**config.mk**
```make
export PLATFORM = sky130hd
export DESIGN_NAME = multicycle_ctrl
export DESIGN_NICKNAME = d
export VERILOG_FILES = /design/src/rtl/multicycle_ctrl.sv
export SDC_FILE = /design/constraint.sdc
export NUM_CORES = 1
export LEC_CHECK = 0
export BUFFER_PORTS_ARGS = -buffer_cell sky130_fd_sc_hd__buf_2
export CORE_UTILIZATION = 36
export CTS_CLUSTER_SIZE = 30
export DETAILED_ROUTE_END_ITERATION = 12
export GPL_ROUTABILITY_DRIVEN = 1
export PLACE_DENSITY = 0.7
export SETUP_SLACK_MARGIN = 0.1
export SYNTH_ARGS = -nofsm -noshare
export SYNTH_HDL_FRONTEND = slang
export SYNTH_SLANG_ARGS = --single-unit
```
**constraint.sdc**
```tcl
create_clock -name clk_i -period 2.1 [get_ports clk_i]
set_input_delay 0.315 -clock clk_i [delete_from_list [all_inputs] [get_ports clk_i]]
set_output_delay 0.315 -clock clk_i [all_outputs]
set_load 0.005 [all_outputs]
```
**src/rtl/multicycle_ctrl.sv**
```systemverilog
`default_nettype none
// +--------------------------------------------------------------------------+
// | multicycle_ctrl : main control FSM of the multi-cycle RV32I subset core  |
// | Optional perf counters (instret_o, stall_cnt_o) under MC_PERF_CNT_EN.    |
// | Revision: 1.0                                                            |
// +--------------------------------------------------------------------------+
module multicycle_ctrl #(
    parameter int ACK_TIMEOUT = 16,
    parameter int TCNT_W      = 5
) (
    input  logic        clk_i,
    input  logic        rst_i,
    input  logic        start_i,
    input  logic        halt_i,
    input  logic [6:0]  opcode_i,
    input  logic        mem_ack_i,
    output logic        pc_write_o,
    output logic        ir_write_o,
    output logic        branch_o,
    output logic        mem_read_o,
    output logic        mem_write_o,
    output logic        reg_write_o,
    output logic        mem_to_reg_o,
    output logic        alu_src_o,
    output logic [1:0]  alu_op_o,
    output logic [1:0]  imm_sel_o,
    output logic        busy_o,
    output logic        err_o,
`ifdef MC_PERF_CNT_EN
    output logic [31:0] instret_o,
    output logic [31:0] stall_cnt_o,
`endif
    output logic [1:0]  err_code_o
);

    typedef enum logic [2:0] {
        S_IDLE   = 3'd0,
        S_FETCH  = 3'd1,
        S_DECODE = 3'd2,
        S_EXEC   = 3'd3,
        S_MEM    = 3'd4,
        S_WB     = 3'd5,
        S_ERR    = 3'd6
    } state_t;

    typedef enum logic [2:0] {
        C_NONE   = 3'd0,
        C_R      = 3'd1,
        C_I      = 3'd2,
        C_LOAD   = 3'd3,
        C_STORE  = 3'd4,
        C_BRANCH = 3'd5
    } cls_t;

    state_t             state, state_nx;
    cls_t               cls, cls_dec;
    logic [TCNT_W-1:0]  tcnt;
    logic [1:0]         err_code, trap_code;
    logic               trap, to_fetch, timeout;

    always_ff @(posedge clk_i or posedge rst_i) begin
        if (rst_i) begin
            state    <= S_IDLE;
            cls      <= C_NONE;
            tcnt     <= '0;
            err_code <= 2'b00;
        end else begin
            state <= state_nx;
            if (state == S_DECODE)
                cls <= cls_dec;
            if (trap)
                err_code <= trap_code;
            // Counter restarts on every state change, so it is zero on entry to FETCH/MEM.
            if (state_nx != state)
                tcnt <= '0;
            else if ((state == S_FETCH || state == S_MEM) && !mem_ack_i)
                tcnt <= tcnt + TCNT_W'(1);
        end
    end

    always_comb begin
        cls_dec = C_NONE;
        case (opcode_i)
            7'b0110011: cls_dec = C_R;
            7'b0010011: cls_dec = C_I;
            7'b0000011: cls_dec = C_LOAD;
            7'b0100011: cls_dec = C_STORE;
            7'b1100011: cls_dec = C_BRANCH;
            default:    cls_dec = C_NONE;
        endcase
    end

    // The limit is hit on the ACK_TIMEOUT-th waiting cycle; an ack that same cycle wins.
    assign timeout = (tcnt == TCNT_W'(ACK_TIMEOUT - 1)) && !mem_ack_i;

    always_comb begin
        state_nx     = state;
        to_fetch     = 1'b0;
        trap         = 1'b0;
        trap_code    = 2'b00;
        pc_write_o   = 1'b0;
        ir_write_o   = 1'b0;
        branch_o     = 1'b0;
        mem_read_o   = 1'b0;
        mem_write_o  = 1'b0;
        reg_write_o  = 1'b0;
        mem_to_reg_o = 1'b0;
        alu_src_o    = 1'b0;
        alu_op_o     = 2'b00;
        imm_sel_o    = 2'b00;
        case (state)
            S_IDLE: begin
                if (start_i)
                    to_fetch = 1'b1;
            end
            S_FETCH: begin
                mem_read_o = 1'b1;
                if (mem_ack_i) begin
                    ir_write_o = 1'b1;
                    pc_write_o = 1'b1;
                    state_nx   = S_DECODE;
                end else if (timeout) begin
                    trap      = 1'b1;
                    trap_code = 2'b10;
                end
            end
            S_DECODE: begin
                if (cls_dec == C_NONE) begin
                    trap      = 1'b1;
                    trap_code = 2'b01;
                end else begin
                    state_nx = S_EXEC;
                end
            end
            S_EXEC: begin
                case (cls)
                    C_R: begin
                        alu_op_o = 2'b10;
                        state_nx = S_WB;
                    end
                    C_I: begin
                        alu_op_o  = 2'b10;
                        alu_src_o = 1'b1;
                        state_nx  = S_WB;
                    end
                    C_LOAD: begin
                        alu_src_o = 1'b1;
                        state_nx  = S_MEM;
                    end
                    C_STORE: begin
                        alu_src_o = 1'b1;
                        imm_sel_o = 2'b01;
                        state_nx  = S_MEM;
                    end
                    C_BRANCH: begin
                        alu_op_o  = 2'b01;
                        imm_sel_o = 2'b10;
                        branch_o  = 1'b1;
                        to_fetch  = 1'b1;
                    end
                    default: begin
                        trap      = 1'b1;
                        trap_code = 2'b01;
                    end
                endcase
            end
            S_MEM: begin
                alu_src_o = 1'b1;
                if (cls == C_STORE) begin
                    mem_write_o = 1'b1;
                    imm_sel_o   = 2'b01;
                end else begin
                    mem_read_o = 1'b1;
                end
                if (mem_ack_i) begin
                    if (cls == C_STORE)
                        to_fetch = 1'b1;
                    else
                        state_nx = S_WB;
                end else if (timeout) begin
                    trap      = 1'b1;
                    trap_code = 2'b11;
                end
            end
            S_WB: begin
                reg_write_o  = 1'b1;
                mem_to_reg_o = (cls == C_LOAD);
                to_fetch     = 1'b1;
            end
            S_ERR: begin
                state_nx = S_ERR;
            end
            default: begin
                state_nx = S_IDLE;
            end
        endcase
        // Halt is honoured only at an instruction boundary.
        if (to_fetch)
            state_nx = halt_i ? S_IDLE : S_FETCH;
        if (trap)
            state_nx = S_ERR;
    end

    assign busy_o     = (state != S_IDLE) && (state != S_ERR);
    assign err_o      = (state == S_ERR);
    assign err_code_o = err_code;

`ifdef MC_PERF_CNT_EN
    logic retire, stall;

    assign retire = (state == S_WB)
                 || (state == S_MEM  && cls == C_STORE && mem_ack_i)
                 || (state == S_EXEC && cls == C_BRANCH);
    assign stall  = (state == S_FETCH || state == S_MEM) && !mem_ack_i;

    always_ff @(posedge clk_i or posedge rst_i) begin
        if (rst_i) begin
            instret_o   <= 32'd0;
            stall_cnt_o <= 32'd0;
        end else begin
            if (retire)
                instret_o <= instret_o + 32'd1;
            if (stall)
                stall_cnt_o <= stall_cnt_o + 32'd1;
        end
    end
`endif

endmodule
`default_nettype wire
```
# == Yosys cells after proc, flatten, opt, wreduce, memory -nomap -nowiden ==
# Index checks and enable logic that the tools add are counted.
# totals
out_inout_bits,16
mem_bits_ro,0
n_memories,0
input_bits,12
mem_bits_rw,0
regBits,13
latch_bits,0
# op_classes
div_mod_pow,0
mux,44
reduce_logical,15
mul,0
n_eq_ne,19
magnitude_cmp,0
shift,0
n_bitwise,0
addsub,1
# ops
op,n
2-to-1 mux 1 bit,20
2-to-1 mux 3 bit,6
one-hot mux 3 bit (6 select lines),1
"== test 3 bit, second input constant",5
one-hot mux 3 bit (5 select lines),1
"== test 7 x 6 -> 1 bit, second input constant",2
"== test 3 x 2 -> 1 bit, second input constant",4
one-hot mux 2 bit (2 select lines),3
2-to-1 mux 2 bit,5
2-to-1 mux 5 bit,2
one-hot mux 2 bit (4 select lines),1
OR reduction 2 bit,4
"== test 7 x 2 -> 1 bit, second input constant",1
"== test 7 x 5 -> 1 bit, second input constant",1
"== test 7 bit, second input constant",1
"== test 3 x 1 -> 1 bit, second input constant",2
zero test 3 bit,2
one-hot mux 3 bit (2 select lines),1
"adder 5 x 1 -> 5 bit, second input constant",1
"== test 5 x 4 -> 1 bit, second input constant",1
OR reduction 5 bit,1
one-hot mux 1 bit (2 select lines),2
one-hot mux 1 bit (4 select lines),1
logical AND 1 bit,3
8 further kinds,8

# == Logic depth before layout (Yosys ltp) ==
# logic_depth
word_depth,9
ltp_mapped,7

# == Worst setup path before layout ==
# OpenSTA, ideal clock, no wires.
# synth_path
path_type,register to register
startpoint,register cls[0]
endpoint,register tcnt[0]
t_required_ps,1999
t_arrival_ps,1866
period_less_slack_ps,1967
path_buffers,1
path_stages_with_launch,8
path_slack_ps,133
cell_sequence,dfrtp_1 -> buf_6 -> or3b_4 -> a21o_1 -> a221oi_2 -> mux2i_1 -> o21a_1 -> nor4_1
# synth_between
elab_chain_len,8
elab_cells_between_ends,23
# synth_lines
element,line,source
start: declaration,56,"cls_t cls, cls_dec;"
start signal: assignment,70,cls <= cls_dec;
== test 3 bit (tied with other cells),"136, 176",
OR reduction 2 bit (no source line) (tied with other cells),--,
one-hot mux 3 bit (2 select lines) (tied with other cells),136,case (cls)
one-hot mux 3 bit (6 select lines) or one-hot mux 1 bit (4 select lines) (tied branches),111,case (state)
2-to-1 mux 3 bit,198,if (to_fetch)
2-to-1 mux 3 bit *,200,if (trap)
inequality test 3 bit *,74,if (state_nx != state)
2-to-1 mux 5 bit or nonzero test 2 bit (tied branches),--,
end signal: assignment,77,tcnt <= tcnt + TCNT_W'(1);
end: declaration,57,logic [TCNT_W-1:0] tcnt;
# Mark *: on every way between the ends. The rest lies on a longest branch, timed or not.
# A chain may end at the register's enable or synchronous reset.

==> results.cfg <==
[floorplan]
io_pins = 28
dieWidth_um = 54.53
initial_core_util = 0.3904
rows = 18
core_area_mm2 = 0.002545
die_h_um = 54.53
die-area_mm2 = 0.002974

[routing]
drc = 0
vias = 1000
drt_iter0_drc = 23
dr.pass1.iters = 4
wire_per_inst_um = 14.05
avgViaCountPerCell = 5.435
postRouteAntennaNets = 0
totalWireLength_um = 2585

[placed_design]
post_dp_cell_area_mm2 = 0.001180
dp_slack_ns = -0.006571
place_congestion = 0.8485
dp_hpwl_um = 1884
port_buffers = 27

[synth]
netlist_top_cells_area = dfrtp_1 (33%), a21oi_1 (4.0%), o21ai_0 (4.0%)
synthAdderAreaFrac = 0.02519
syn_area_um2 = 993.5
synthSimpleGateAreaFrac = 0.2796
synth_area_per_cell_um2 = 8.419
syn-num-nets = 132
synth_edf_count = 0
async_flop_share = 1.000
yosys_warnings = 0
synth_top_family_by_area = simple AND/OR/NAND/NOR gates
synthXorXnorAreaFrac = 0.04408
ys_seq_area_frac = 0.3275
synthTopCellsByCount = dfrtp_1 (13), nor2_1 (10), nand2_1 (9)
yosysTopAreaCell = dfrtp_1
synthMuxAreaShare = 0.03149
syn_inst = 118
synth_cell_types = 41
ys.flop_type = dfrtp_1
synth_compound_area_frac = 0.2229
yosysMostFrequentCell = dfrtp_1
ys_ff_latch = 13
synth_top_cell_area_share = 0.3275

[sta]
maxClockFrequency_ghz = 0.4959
fin_tns_setup_ns = 0
min_period_ns = 2.017
fin_crit_sh = 0.9603
layout_setup_ws_ns = 0.08343
max-slew-margin-rel = 0.4913
hold_viol = 0
rsz0062_at_grt = yes
drv_slew = 0
setup_viol = 0
tightest_slew_ns = 0.7603
clock_skew_ns = 0.002483

[worst_setup_path]
crit_slowest_cell = dfrtp_1
max_stage_delay_ns = 0.39
path_cells = buf_6, nor3b_4, a21o_1, a211o_1, nor3_2, buf_2
cp-end-kind = output port
crit_type = reg -> out
critPathRequiredTime_ns = 1.78
critPathLaunchType = flop
crit_arrival_ns = 1.70
cp_max_fo = 8

[cells_and_area]
area_growth_syn_to_layout_pct = 38.04
n_fill_cell = 246
register_area_um2 = 327.8
nNetsFinal = 169
design_area_mm2 = 0.001371
drive_gt1_frac = 0.4416
multi_input_area_um2 = 720.7
num_antenna_cells = 0

[clock_tree]
worstSkewPairLatency_ns = 0.28
cts_tree = built
clock-sinks = 13
clockBufferDepth = 2
cts_max_level = 1
root_buffer = clkbuf_4
clk_pin_slew_worst_paths_ns = 0.08
hold_buffers = 0
cts_buffers = 3

[power_and_ir_drop]
pwr-share-clk = 0.358
p_int_uw = 335.8
power_uw = 432.3
switching_share = 0.2231
combPwrFrac = 0.064
ir_drop_uv = 296.4
power.density_mw_per_mm2 = 315.2
power.leakage_uw = 0.0006577
power_switching_uw = 96.43
seq_power_share = 0.578

[global_route]
grt_antenna_before_repair = 0
grt_first_pass_wirelength_um = 3684
grt_max_degree = 14
grt_pass1_vias = 880
overflow = 0
grt_use_total = 0.1807

[outcome]
status = completed

[flow_run]
max_cap_viol_count = 0

[hold_path]
min_path_type = in -> async
-- final timing paths --
kind	from	endpoint	slack, ns	depth (start not counted)
setup reg to reg	cls[0]	tcnt[3]	0.19	6
min in group clk_i	opcode_i[6]	cls[1]	0.25	2
setup / recovery	cls[2]	err_o	0.08	6
hold / removal	rst_i	err_code_o[1]	0.05	2
hold reg to reg	err_code_o[1]	err_code_o[1]	0.49	1
max in group asynchronous	rst_i	state[1]	1.69	2
-- state kept, by name (all words and copies together), names as in the netlist --
register	cells
err_code_o	2
state	3
tcnt	5
cls	3
-- cells by family after synthesis --
kind of cell	after synthesis
XOR/XNOR	5
AND/OR/NAND/NOR	51
buffers and inverters	12
flip-flops	13
multiplexers	3
AO/OA/AOI/OAI	32
adder cells (fa/ha/maj)	2
-- worst max-delay path: cells and delay by family (launching register included) --
kind | cells | cell delay (ns)
flip-flops | 1 | 0.39
AND/OR/NAND/NOR | 2 | 0.28
AO/OA/AOI/OAI | 2 | 0.48
buffers and inverters | 2 | 0.27
-- power by group through the flow --
stage	sequential, uW	clock [uW]	combinational (uW)
6_report	250	155	27.5
5_1_grt	250	172	30.6
4_1_cts	250	159	27.9
3_5_place_dp	255	0	27.9
3_3_place_gp	255	0	26.3
2_1_floorplan	255	0	10.9
-- per-stage QoR --
| step | util | hold WS [ns] | instances |
|---|---|---|---|
| floorplan | - | 0.1920 | 118 |
| global placement | 0.4636 | 0.3543 | 176 |
| detailed placement | 0.4636 | 0.3645 | 176 |
| CTS | 0.4931 | 0.06111 | 182 |
| global route | 0.5388 | 0.08872 | 184 |
| finish | 0.5388 | 0.04559 | 184 |
-- layer usage --
| layer | track usage | wire [um] | vias to the layer above | part of all wire |
|---|---|---|---|---|
| li1 | - | - | 494 | - |
| met1 | 0.2078 | 1093 | 480 | 0.42 |
| met2 | 0.3293 | 1365 | 21 | 0.53 |
| met3 | 0.01667 | 80 | 5 | 0.031 |
| met4 | 0.08974 | 46 | 0 | 0.018 |
| met5 | 0 | 0 | - | 0 |
-- area by class of cell --
type                       count  share of cell area
tap                           30             0.02737
multi-input combinational     93              0.5255
inverter                       4             0.01095
timing repair buffer          40              0.1779
sequential                    13              0.2390
clock buffer                   4             0.01916
-- placed cells by master, fill, tap and decap left out, types with 2 or more instances in the layout --
master	n
dfrtp_2	2
o21ai_0	5
buf_2	27
nor2b_1	3
nor4_2	2
nor3_2	2
nand2b_4	2
a21o_1	4
xnor2_1	3
mux2i_1	2
nor2_1	9
buf_4	10
nand2b_1	3
nor4_4	3
nand2_1	8
a211o_1	3
and3_1	2
inv_1	4
nor3_1	2
dfrtp_1	11
o21ai_1	2
xor2_1	2
and2_1	2
a21oi_1	7
clkbuf_4	3
ha_1	2
buf_6	3
-- what timing repair did --
item	CTS	global route
setup endpoints to repair	9	9
pin swaps	8	6
setup buffers	2	2
gates resized for setup	9	22
(Power assumes the default switching activity.)
